$ cat config.mk
export PLATFORM = sky130hd
export DESIGN_NAME = mem_arbiter
export DESIGN_NICKNAME = d
export VERILOG_FILES = /design/src/rtl/mem_arbiter.sv
export SDC_FILE = /design/constraint.sdc
export NUM_CORES = 1
export LEC_CHECK = 0
export BUFFER_PORTS_ARGS = -buffer_cell sky130_fd_sc_hd__buf_2
export CAP_MARGIN = 10
export CORE_AREA = 2 2 203 205
export DETAILED_ROUTE_END_ITERATION = 8
export DIE_AREA = 0 0 205 207
export GPL_TIMING_DRIVEN = 0
export PLACE_DENSITY_LB_ADDON = 0.1
export SETUP_SLACK_MARGIN = 0.4
export SYNTH_ARGS = -nofsm -noshare
export SYNTH_HDL_FRONTEND = slang
export SYNTH_SLANG_ARGS = --single-unit
$ cat constraint.sdc
create_clock -name clk_in -period 14 [get_ports clk_in]
set_input_delay 2.1 -clock clk_in [delete_from_list [all_inputs] [get_ports clk_in]]
set_output_delay 2.1 -clock clk_in [all_outputs]
set_load 0.02 [all_outputs]
$ cat src/rtl/mem_arbiter.sv
`default_nettype none
// ============================================================================
// Module      : mem_arbiter
// Description : Arbitrates an instruction-fetch port and a data port onto one
//               shared single-port memory. Only one access is in flight at a
//               time. Grants, completions and memory-side outputs are all
//               registered.
//               Optional macro ARB_ROUND_ROBIN_EN: when it is defined, a tie
//               between the two ports goes to the port that was not granted
//               last. When it is undefined, DM always wins a tie.
// Revision    : 1.0 - initial release
// ============================================================================
module mem_arbiter #(
  parameter int DATA_WIDTH_POW = 6,
  parameter int ADDR_WIDTH_POW = 6
) (
  input  logic                              clk_in,
  input  logic                              reset,
  // instruction-fetch port
  input  logic                              if_req_in,
  input  logic [(1<<ADDR_WIDTH_POW)-1:0]    if_addr_in,
  output logic                              if_gnt_out,
  output logic                              if_valid_out,
  output logic [(1<<DATA_WIDTH_POW)-1:0]    if_rdata_out,
  // data port
  input  logic                              dm_req_in,
  input  logic                              dm_we_in,
  input  logic [(1<<ADDR_WIDTH_POW)-1:0]    dm_addr_in,
  input  logic [(1<<DATA_WIDTH_POW)-1:0]    dm_wdata_in,
  output logic                              dm_gnt_out,
  output logic                              dm_valid_out,
  output logic [(1<<DATA_WIDTH_POW)-1:0]    dm_rdata_out,
  // shared memory port
  output logic                              mem_en_out,
  output logic                              mem_we_out,
  output logic [(1<<ADDR_WIDTH_POW)-1:0]    mem_addr_out,
  output logic [(1<<DATA_WIDTH_POW)-1:0]    mem_wdata_out,
  input  logic [(1<<DATA_WIDTH_POW)-1:0]    mem_rdata_in,
  input  logic                              mem_ready_in
);

  localparam int c_DATA_WIDTH = 1 << DATA_WIDTH_POW;
  localparam int c_ADDR_WIDTH = 1 << ADDR_WIDTH_POW;

  typedef enum logic [1:0] {
    S_IDLE    = 2'd0,
    S_BUSY_IF = 2'd1,
    S_BUSY_DM = 2'd2
  } state_t;

  state_t r_state;
  state_t w_state_next;
  logic   w_grant_if;
  logic   w_grant_dm;
  logic   w_done_if;
  logic   w_done_dm;
  logic   w_dm_wins;

`ifdef ARB_ROUND_ROBIN_EN
  // Set when DM took the most recent grant. Reset value 0 makes DM preferred.
  logic r_last_dm;

  // A tie goes to the port that did not take the last grant.
  always_comb begin
    w_dm_wins = dm_req_in && (!if_req_in || !r_last_dm);
  end

  // Record which port took the latest grant.
  always_ff @(posedge clk_in or posedge reset) begin
    if (reset) begin
      r_last_dm <= 1'b0;
    end else if (w_grant_dm) begin
      r_last_dm <= 1'b1;
    end else if (w_grant_if) begin
      r_last_dm <= 1'b0;
    end
  end
`else
  // Fixed priority: any DM request beats IF.
  always_comb begin
    w_dm_wins = dm_req_in;
  end
`endif

  // State register.
  always_ff @(posedge clk_in or posedge reset) begin
    if (reset) begin
      r_state <= S_IDLE;
    end else begin
      r_state <= w_state_next;
    end
  end

  // Next-state logic and grant/completion strobes.
  always_comb begin
    w_state_next = r_state;
    w_grant_if   = 1'b0;
    w_grant_dm   = 1'b0;
    w_done_if    = 1'b0;
    w_done_dm    = 1'b0;
    case (r_state)
      S_IDLE: begin
        // mem_ready_in is deliberately ignored here.
        if (w_dm_wins) begin
          w_grant_dm   = 1'b1;
          w_state_next = S_BUSY_DM;
        end else if (if_req_in) begin
          w_grant_if   = 1'b1;
          w_state_next = S_BUSY_IF;
        end
      end
      S_BUSY_IF: begin
        if (mem_ready_in) begin
          w_done_if    = 1'b1;
          w_state_next = S_IDLE;
        end
      end
      S_BUSY_DM: begin
        if (mem_ready_in) begin
          w_done_dm    = 1'b1;
          w_state_next = S_IDLE;
        end
      end
      default: begin
        w_state_next = S_IDLE;
      end
    endcase
  end

  // Registered outputs. The memory request is launched on a grant, held while
  // busy, and dropped on completion.
  always_ff @(posedge clk_in or posedge reset) begin
    if (reset) begin
      if_gnt_out    <= 1'b0;
      dm_gnt_out    <= 1'b0;
      if_valid_out  <= 1'b0;
      dm_valid_out  <= 1'b0;
      if_rdata_out  <= '0;
      dm_rdata_out  <= '0;
      mem_en_out    <= 1'b0;
      mem_we_out    <= 1'b0;
      mem_addr_out  <= '0;
      mem_wdata_out <= '0;
    end else begin
      if_gnt_out   <= w_grant_if;
      dm_gnt_out   <= w_grant_dm;
      if_valid_out <= w_done_if;
      dm_valid_out <= w_done_dm;

      if (w_grant_if) begin
        // Fetches are always reads with zeroed write data.
        mem_en_out    <= 1'b1;
        mem_we_out    <= 1'b0;
        mem_addr_out  <= if_addr_in;
        mem_wdata_out <= {c_DATA_WIDTH{1'b0}};
      end else if (w_grant_dm) begin
        mem_en_out    <= 1'b1;
        mem_we_out    <= dm_we_in;
        mem_addr_out  <= dm_addr_in;
        mem_wdata_out <= dm_wdata_in;
      end else if (w_done_if || w_done_dm) begin
        mem_en_out    <= 1'b0;
        mem_we_out    <= 1'b0;
      end

      if (w_done_if) begin
        if_rdata_out <= mem_rdata_in;
      end
      if (w_done_dm) begin
        dm_rdata_out <= mem_rdata_in;
      end
    end
  end

endmodule
`default_nettype wire
==> results of run 1 <==
## cells in the mapped netlist (2+ instances only)
cell type	n	share of area, %
a21o_1	64	4.8
a22o_1	128	11
buf_2	22	1.1
buf_4	14	1.0
buf_6	6	0.67
clkbuf_1	7	0.26
dfrtp_1	264	65
ha_1	3	0.37
inv_1	5	0.19
mux2_2	128	14
nand2_1	4	0.15
nand3_1	2	0.099
## area by class of cell
type / count / area share, %
plain buffers: 50 / 2.145
diodes: 7 / 0.1201
multi-input cells: 339 / 21.75
clock buffers: 44 / 6.136
flip-flops and latches: 264 / 45.31
clock inverters: 14 / 1.433
inverters: 6 / 0.2060
repair buffers: 525 / 18.33
well taps: 532 / 4.565
## stage by stage
stage	cells	hold slack, ns	area, µm²	utilization, %	total power (µW)
after CTS	1774	0.4726	14560	36.07	3973
after global placement	1714	0.4534	13400	33.19	3072
after detailed placement	1716	0.4596	13460	33.34	3079
after floorplan	659	0.5125	10110	-	2395
after global routing	1778	0.4854	14570	36.10	4140
final	1781	0.4678	14580	36.12	3903
## registers in the layout, summed over array words and instances (netlist names)
name / count
dm_valid_out: 1
if_gnt_out: 1
mem_en_out: 1
dm_gnt_out: 1
mem_wdata_out: 64
mem_we_out: 1
if_valid_out: 1
if_rdata_out: 64
r_state: 2
dm_rdata_out: 64
mem_addr_out: 64
## power by group through the flow
stage	Combinational (µW)	Clock (µW)	Sequential [µW]
2_1_floorplan	590	0	1800
3_3_place_gp	1730	0	1340
3_5_place_dp	1740	0	1340
4_1_cts	1740	900	1340
5_1_grt	1830	932	1380
6_report	1700	869	1330
## metal layers
metal	GRT usage, %	vias up	wire length (µm)
met3	6.199	64	3392
li1	-	3591	-
met4	7.070	10	1177
met2	28.18	326	17600
met5	0	-	74
met1	18.38	3771	13520
## cells in the final DEF (no fill, tap or decap)
cell / count
a21oi_1: 1
o31ai_1: 1
buf_4: 14
clkbuf_16: 31
clkbuf_8: 7
inv_2: 1
a21o_1: 64
nor2_2: 1
a2bb2oi_1: 1
and2_1: 1
inv_8: 1
nand2b_1: 1
nand3_1: 2
clkinvlp_4: 4
a22o_1: 128
buf_1: 1
o21ai_0: 1
and3b_1: 1
dfrtp_1: 264
clkinv_2: 4
buf_2: 545
inv_1: 4
nor2b_1: 1
inv_6: 1
o22ai_1: 1
buf_6: 6
ha_1: 3
clkbuf_1: 13
mux2_2: 128
buf_16: 2
nand2_1: 4
bufinv_16: 5
diode_2: 7
## logic make-up after synthesis
| group | after synthesis | synth area share [%] |
|---|---|---|
| AND/OR/NAND/NOR | 11 | 0.5816 |
| adder cells (fa/ha/maj) | 3 | 0.3712 |
| buffers and inverters | 56 | 3.316 |
| flip-flops | 264 | 65.32 |
| AO/OA/AOI/OAI | 197 | 16.16 |
| multiplexers | 128 | 14.25 |
## path summary, 6_finish.rpt
check	slack (ns)	to
max in group asynchronous	11.49	if_rdata_out[12]
min reg2reg	0.47	mem_addr_out[42]
max reg2reg	11.95	mem_wdata_out[35]
min in group asynchronous	1.61	dm_rdata_out[51]
min	0.47	mem_addr_out[42]
max	10.73	dm_rdata_out[59]
==> out/qor.yml, run 1 <==
power_leakage_uw: 0.007750
cts_buffers: 31
grt_max_degree: 93
criticalPathCategory: "reg -> out"
clkTransAtPathRegs_ns: 0.06
synth.cell_area_um2: 10110
synth-async-reset-ratio_pct: 100.0
synth.distinct_cells: 24
fin_nets: 1482
wl_per_cell_um: 20.08
syn_nets: 924
place_ws_ns: 10.42
drt_wl_total_um: 35770
hold_depth: 1
firstDrtPassIters: 4
fmax_ghz: 0.3056
dieWidth_um: 205
drive_above_1_share_pct: 60.39
avgSynthCellArea_um2: 15.35
rsz0062_at_grt: "false"
synth_cells: 659
grt_overflow: 0
io_buffers: 523
hold_violations: 0
ys_warn_count: 0
std_cell_rows: 74
synth_edf_count: 0
cts_tree: "yes"
min_period_over_period_pct: 23.37
hpwl_um: 27790
cts_root_buf: "clkbuf_16"
track_usage_pct: 16.54
multiInputGateArea_um2: 3172
reg2reg_from: "r_state[1]"
p_per_area_nw_per_um2: 267.7
antenna_found_initial: 15
syn_to_final_growth_pct: 44.17
io_pins: 524
slowest_stage: "dfrtp_1"
start_util_pct: 25.05
final-seq-area_um2: 6606
reg2reg_depth: 7
num_vias: 7762
fin_ws_ns: 10.73
power.switching_uw: 1545
max-cap-violations: 0
ir_drop_v: 0.0001010
path_buf_inv: 1
clock_skew_ns: 0.01113
slowest_delay_ns: 0.42
cts_hold_buf: 0
worstPathArrival_ns: 1.17
path_max_fanout: 2
numClockSinks: 264
hold_path.class: "reg -> reg"
required_ns: 11.90
p_seq_share_pct: 34.1
die_y_um: 207
first_global_vias: 8230
path_depth: 1
final_max_slew_viol_count: 0
crit_chain: "buf_2"
pwr-share-clk_pct: 22.3
placeableCoreArea_um2: 40370
dieArea_um2: 42440
cts.htree.levels: 1
n_fill_cell: 4137
p_int_uw: 2358
gp_congestion: 0.7973
worstSetupEndpointType: "output port"
cts_resized: 0
synth.ff_latch_count: 264
status: "complete, no violations"
avgViaCountPerCell: 4.358
sw_frac_of_total_pct: 39.58
worstHoldStart: "mem_addr_out[42]"
yosysSeqAreaShare_pct: 65.32
insertion_delay_ns: 0.57
cts_buffer_depth: 3
ant_nets: 0
tns_ns: 0
synth_flop_cell: "dfrtp_1"
crit_path_start_kind: "flip-flop"
setup_violations: 0
tightest_slew_ns: 0.6269
grt_pass1_wl_um: 53090
relSlewSlack_pct: 58.21
drc_errors: 0
setup.worst_path.start: "dm_rdata_out[59]"
cp_top_family: "flip-flops"
p_comb_share_pct: 43.6
postCtsSetupRepairBufs: 0
post-route-min-period_ns: 3.272
dr.first_iter.drc_count: 236
Power figures use the tool's default switching activity.
==> run 2: changes to the inputs <==
CORE_AREA = 2 2 202 204   (was 2 2 203 205)
DIE_AREA = 0 0 204 206   (was 0 0 205 207)
clock period = 2.75 ns   (was 14 ns; I/O delays follow)
==> out/qor.yml, run 2 (synthesis gave the netlist of run 1 again) <==
setup_violations: 0  # unchanged
dr.first_iter.drc_count: 263  # +11%
drt_wl_total_um: 35130  # -1.8%
layout_common_cells: "545 x buf_2, 264 x dfrtp_1, 128 x a22o_1, 128 x mux2_2, 64 x a21o_1"
rrSetupSlack_ns: 0.69  # -11.26 ns
post-route-min-period_ns: 2.059
track_usage_pct: 16.06  # -0.47 points
insertion_delay_ns: 0.56  # about the same
io_pins: 524  # unchanged
numClockSinks: 264  # unchanged
fmax_ghz: 0.4856
cts_resized: 0  # unchanged
status: "complete, no violations"
first_global_vias: 8106  # -1.5%
worstSetupEndpointType: "flip-flop"
cts_tree: "yes"
cts_hold_buf: 0  # unchanged
required_ns: 3.23  # -8.67 ns
crit_path_start_kind: "flip-flop"
p_per_area_nw_per_um2: 1335  # +400%
final_max_slew_viol_count: 0  # unchanged
postCtsSetupRepairBufs: 0  # unchanged
io_buffers: 523  # unchanged
placeableCoreArea_um2: 40180  # -0.46%
firstDrtPassIters: 6  # +2
sw_frac_of_total_pct: 40.21  # +0.63 points
ant_nets: 0  # unchanged
start_util_pct: 25.17  # +0.12 points
pwr-share-clk_pct: 19.9  # -2.4 points
std_cell_rows: 74  # unchanged
cts_buffer_depth: 3  # unchanged
n_fill_cell: 4108  # -0.70%
cts_root_buf: "clkbuf_16"
final-seq-area_um2: 6606  # unchanged
cts_buffers: 31  # unchanged
clkTransAtPathRegs_ns: 0.06  # about the same
grt_overflow: 0  # unchanged
antenna_found_initial: 10  # -5
dieWidth_um: 204  # -0.49%
ir_drop_v: 0.0004214  # +320%
power.switching_uw: 7774  # +400%
max-cap-violations: 0  # unchanged
hold_path.class: "in -> async"
fin_util_pct: 36.05  # -0.064 points
rsz0062_at_grt: "false"
multiInputGateArea_um2: 3172  # unchanged
die_y_um: 206  # -0.48%
grt_pass1_wl_um: 50980  # -4.0%
p_comb_share_pct: 45.1  # +1.5 points
power_leakage_uw: 0.007713  # -0.49%
fin_nets: 1487  # +0.34%
p_int_uw: 11560  # +390%
p_seq_share_pct: 35.0  # +0.9 points
num_vias: 7814  # +0.67%
wl_per_cell_um: 19.79  # -1.5%
drive_above_1_share_pct: 59.95  # -0.43 points
relSlewSlack_pct: 40.73  # -17 points
dieArea_um2: 42020  # -0.97%
hpwl_um: 27850  # +0.19%
syn_to_final_growth_pct: 43.25
clock_skew_ns: 0.02670  # +0.01557 ns
drc_errors: 0  # unchanged
hold_ws_ns: 0.03072  # -0.4371 ns
criticalPathCategory: "reg -> reg"
worstPathArrival_ns: 2.54  # +1.37 ns
path_max_fanout: 10  # +8
final_common_cell: "buf_2"
tightest_slew_ns: 0.8872  # +0.2603 ns
gp_congestion: 0.8142  # +2.1%
avgViaCountPerCell: 4.402  # +1.0%
hold_violations: 0  # unchanged
cts.htree.levels: 1  # unchanged
min_period_over_period_pct: 74.88
grt_max_degree: 39  # -58%
-- run 2: changes by cell type in the layout (fill, tap and decap cells not counted), moves of 4 or more --
cell | previous run | this run
clkbuf_1 | 13 | 18
buf_12 | 0 | 7
diode_2 | 7 | 2
bufinv_16 | 5 | 1
-- run 2: layout make-up --
type	instances	area share (%)
diodes	2	0.03455
plain buffers	50	2.159
clock buffers	46	6.020
clock inverters	6	0.4836
inverters	6	0.1814
multi-input cells	339	21.89
flip-flops and latches	264	45.60
well taps	532	4.595
repair buffers	530	19.03
-- run 2: power by group through the flow --
| stage | Clock, µW | Combinational [µW] | Sequential [µW] |
|---|---|---|---|
| floorplan | 0 | 3010 | 9190 |
| global placement | 0 | 8840 | 6790 |
| detailed placement | 0 | 8910 | 6800 |
| CTS | 4000 | 8910 | 6780 |
| global route | 4170 | 9340 | 7040 |
| finish | 3850 | 8720 | 6770 |
-- run 2: final timing paths --
| kind | start | end | cells after the start |
|---|---|---|---|
| worst max register to register | r_state[1] | mem_wdata_out[30] | 7 |
| worst min-delay path | reset | if_rdata_out[16] | 2 |
| worst max-delay path | r_state[1] | mem_wdata_out[30] | 7 |
| min in group clk_in | dm_we_in | mem_we_out | 3 |
| worst min register to register | mem_addr_out[39] | mem_addr_out[39] | 1 |
| max in group asynchronous | reset | mem_wdata_out[23] | 5 |
-- run 2: per-layer routing --
| metal | part of all wire [%] | global-route usage [%] |
|---|---|---|
| met5 | 0.26 | 0 |
| met1 | 39 | 18.86 |
| met2 | 50 | 27.78 |
| met3 | 7.7 | 4.462 |
| met4 | 3.4 | 6.418 |
-- run 2: per-stage QoR --
stage | setup TNS, ns | cell area (µm²) | setup slack, ns | total power [µW] | std cells
after floorplan | -302.55 | 10120 | -1.146 | 12190 | 659
after detailed placement | 0 | 13540 | 0.6739 | 15720 | 1721
after global placement | -821.04 | 13400 | -3.149 | 15630 | 1714
after global routing | 0 | 14490 | 0.5118 | 20540 | 1775
final | 0 | 14490 | 0.6908 | 19330 | 1775
after CTS | 0 | 14480 | 0.6513 | 19690 | 1773
-- run 2: critical path, cell delays in order, from the launching register on --
cell and delay [ns]:
dfrtp_1 0.38, inv_1 0.12, ha_1 0.20, and2_1 0.13, buf_2 0.22, buf_4 0.27, buf_1 0.42, a22o_1 0.23
==> run 3: changes to the inputs <==
clock period = 1.8 ns   (was 2.75 ns; I/O delays follow)
==> out/qor.yml, run 3 (synthesis gave the netlist of run 1 again) <==
status: "complete, no violations"
rsz0062_at_grt: "true"
power_leakage_uw: 0.009657  # +25%
place_ws_ns: -0.008595  # -0.6825 ns
drive_above_1_share_pct: 54.58  # -5.4 points
die_y_um: 206  # unchanged
fin_ws_ns: 0.09147  # -0.5993 ns
cts_buffer_depth: 3  # unchanged
dr.first_iter.drc_count: 289  # +9.9%
endpoint: "mem_addr_out[62]"
drt_wl_total_um: 39700  # +13%
slowest_delay_ns: 0.37  # -0.05 ns
std_cell_rows: 74  # unchanged
p_per_area_nw_per_um2: 1808  # +35%
reg2reg_depth: 8  # +1
placeableCoreArea_um2: 40180  # unchanged
worstPathArrival_ns: 2.17  # -0.37 ns
cts_buffers: 31  # unchanged
clkTransAtPathRegs_ns: 0.06  # about the same
first_global_vias: 9417  # +16%
num_vias: 8967  # +15%
tightest_slew_ns: 0.4069  # -0.4803 ns
avgViaCountPerCell: 4.347  # -1.3%
final_max_slew_viol_count: 0  # unchanged
max-cap-violations: 0  # unchanged
gp_congestion: 0.7857  # -3.5%
hold_violations: 0  # unchanged
ir_drop_v: 0.0008214  # +95%
grt_pass1_wl_um: 56320  # +10%
relSlewSlack_pct: 72.87  # +32 points
dieWidth_um: 204  # unchanged
grt_max_degree: 39  # unchanged
setup_violations: 0  # unchanged
stdcell_area_um2: 18700  # +29%
dp.cells: 1722  # +0.058%
criticalPathCategory: "reg -> reg"
n_fill_cell: 3709  # -9.7%
reg2reg_from: "r_state[0]"
final_common_cell: "buf_2"
rrSetupSlack_ns: 0.09  # -0.60 ns
cts_tree: "yes"
post-route-min-period_ns: 1.709  # -0.3507 ns
fin_nets: 1772  # +19%
cts_root_buf: "clkbuf_16"
worstSetupEndpointType: "flip-flop"
start_util_pct: 25.17  # unchanged
path_max_fanout: 6  # -4
cts.htree.levels: 1  # unchanged
dieArea_um2: 42020  # unchanged
slowest_stage: "dfrtp_1"
io_buffers: 523  # unchanged
crit_chain: "inv_2, ha_4, and3b_1, buf_6, buf_12, buf_16, a22o_1, a21o_1"
final-seq-area_um2: 6606  # unchanged
hpwl_um: 28040  # +0.69%
drc_errors: 0  # unchanged
instances_no_fill: 2063  # +16%
clock_skew_ns: 0.02101  # -0.005689 ns
wl_per_cell_um: 19.24  # -2.8%
multiInputGateArea_um2: 3431  # +8.2%
io_pins: 524  # unchanged
fmax_ghz: 0.5853  # +21%
track_usage_pct: 17.51  # +1.4 points
hold_path.class: "in -> reg"
placed_area_um2: 13740  # +1.5%
insertion_delay_ns: 0.58  # +0.02 ns
numClockSinks: 264  # unchanged
grt_overflow: 0  # unchanged
setup.worst_path.start: "r_state[0]"
crit_path_start_kind: "flip-flop"
ant_nets: 0  # unchanged
layout_common_cells: "482 x buf_2, 264 x dfrtp_1, 221 x dlygate4sd3_1"
min_period_over_period_pct: 94.92  # +20 points
syn_to_final_growth_pct: 84.93
tns_ns: 0  # unchanged
firstDrtPassIters: 4  # -2
antenna_found_initial: 2  # -8
r2r_end: "mem_addr_out[62]"
required_ns: 2.26  # -0.97 ns
==> run 3: worst min path at each step <==
stage	start	to	slack (ns)	cells past startpoint
3_5_place_dp	reset	if_rdata_out[4]	0.31	2
4_1_cts	if_addr_in[1]	mem_addr_out[1]	0.00002	3
2_1_floorplan	dm_we_in	mem_we_out	0.39	2
3_3_place_gp	mem_addr_out[2]	mem_addr_out[2]	0.46	1
5_1_grt	dm_addr_in[16]	mem_addr_out[16]	0.009	3
6_report	if_addr_in[18]	mem_addr_out[18]	0.03	3
==> run 3: repair_timing <==
item	4_1_cts	5_1_grt
hold buffers	219	2
endpoints found under the setup margin	506	594
pin swaps	13	12
hold endpoints to repair	260	2
cloned	10	10
resized for setup	61	188
buffers inserted	18	25
==> run 3: area by class of cell <==
type | instances | area share, %
timing repair buffer | 814 | 33.03
antenna | 1 | 0.01338
timing repair inverter | 1 | 0.08697
tap | 532 | 3.559
multi-input combinational | 339 | 18.34
buffer | 50 | 3.920
inverter | 6 | 0.2074
clock inverter | 9 | 0.6222
clock buffer | 47 | 4.897
sequential | 264 | 35.32
==> run 3: where the power goes <==
group	total [µW]	switching, µW	leakage, µW	internal (µW)
Sequential	10500	1590	0.00321	8910
Clock	6360	2570	0.000513	3790
Combinational	17000	8800	0.00593	8160
Total	33800	13000	0.00966	20900
==> run 3: critical path: cells and delay by family, from the launching register on <==
kind / cells / cell delay, ns
AO/OA/AOI/OAI: 2 / 0.39
buffers and inverters: 4 / 0.48
adder cells (fa/ha/maj): 1 / 0.16
flip-flops: 1 / 0.37
AND/OR/NAND/NOR: 1 / 0.17
==> run 3: metal layers <==
layer | up-vias | track usage (%) | share of wire [%]
met5 | - | 0 | 0.030
met4 | 2 | 5.202 | 2.6
met3 | 59 | 3.705 | 6.6
met2 | 336 | 31.66 | 51
met1 | 4410 | 20.87 | 40
li1 | 4160 | - | -
==> run 3: stage by stage <==
stage          hold WS, ns  total power [µW]  util [%]
4_1_cts         0.00001960             32220     43.88
5_1_grt           0.008824             35670     46.54
6_report           0.02849             33820     46.54
3_5_place_dp        0.3125             24360     34.19
3_3_place_gp        0.4551             24250     33.79
2_1_floorplan       0.3853             18910         -
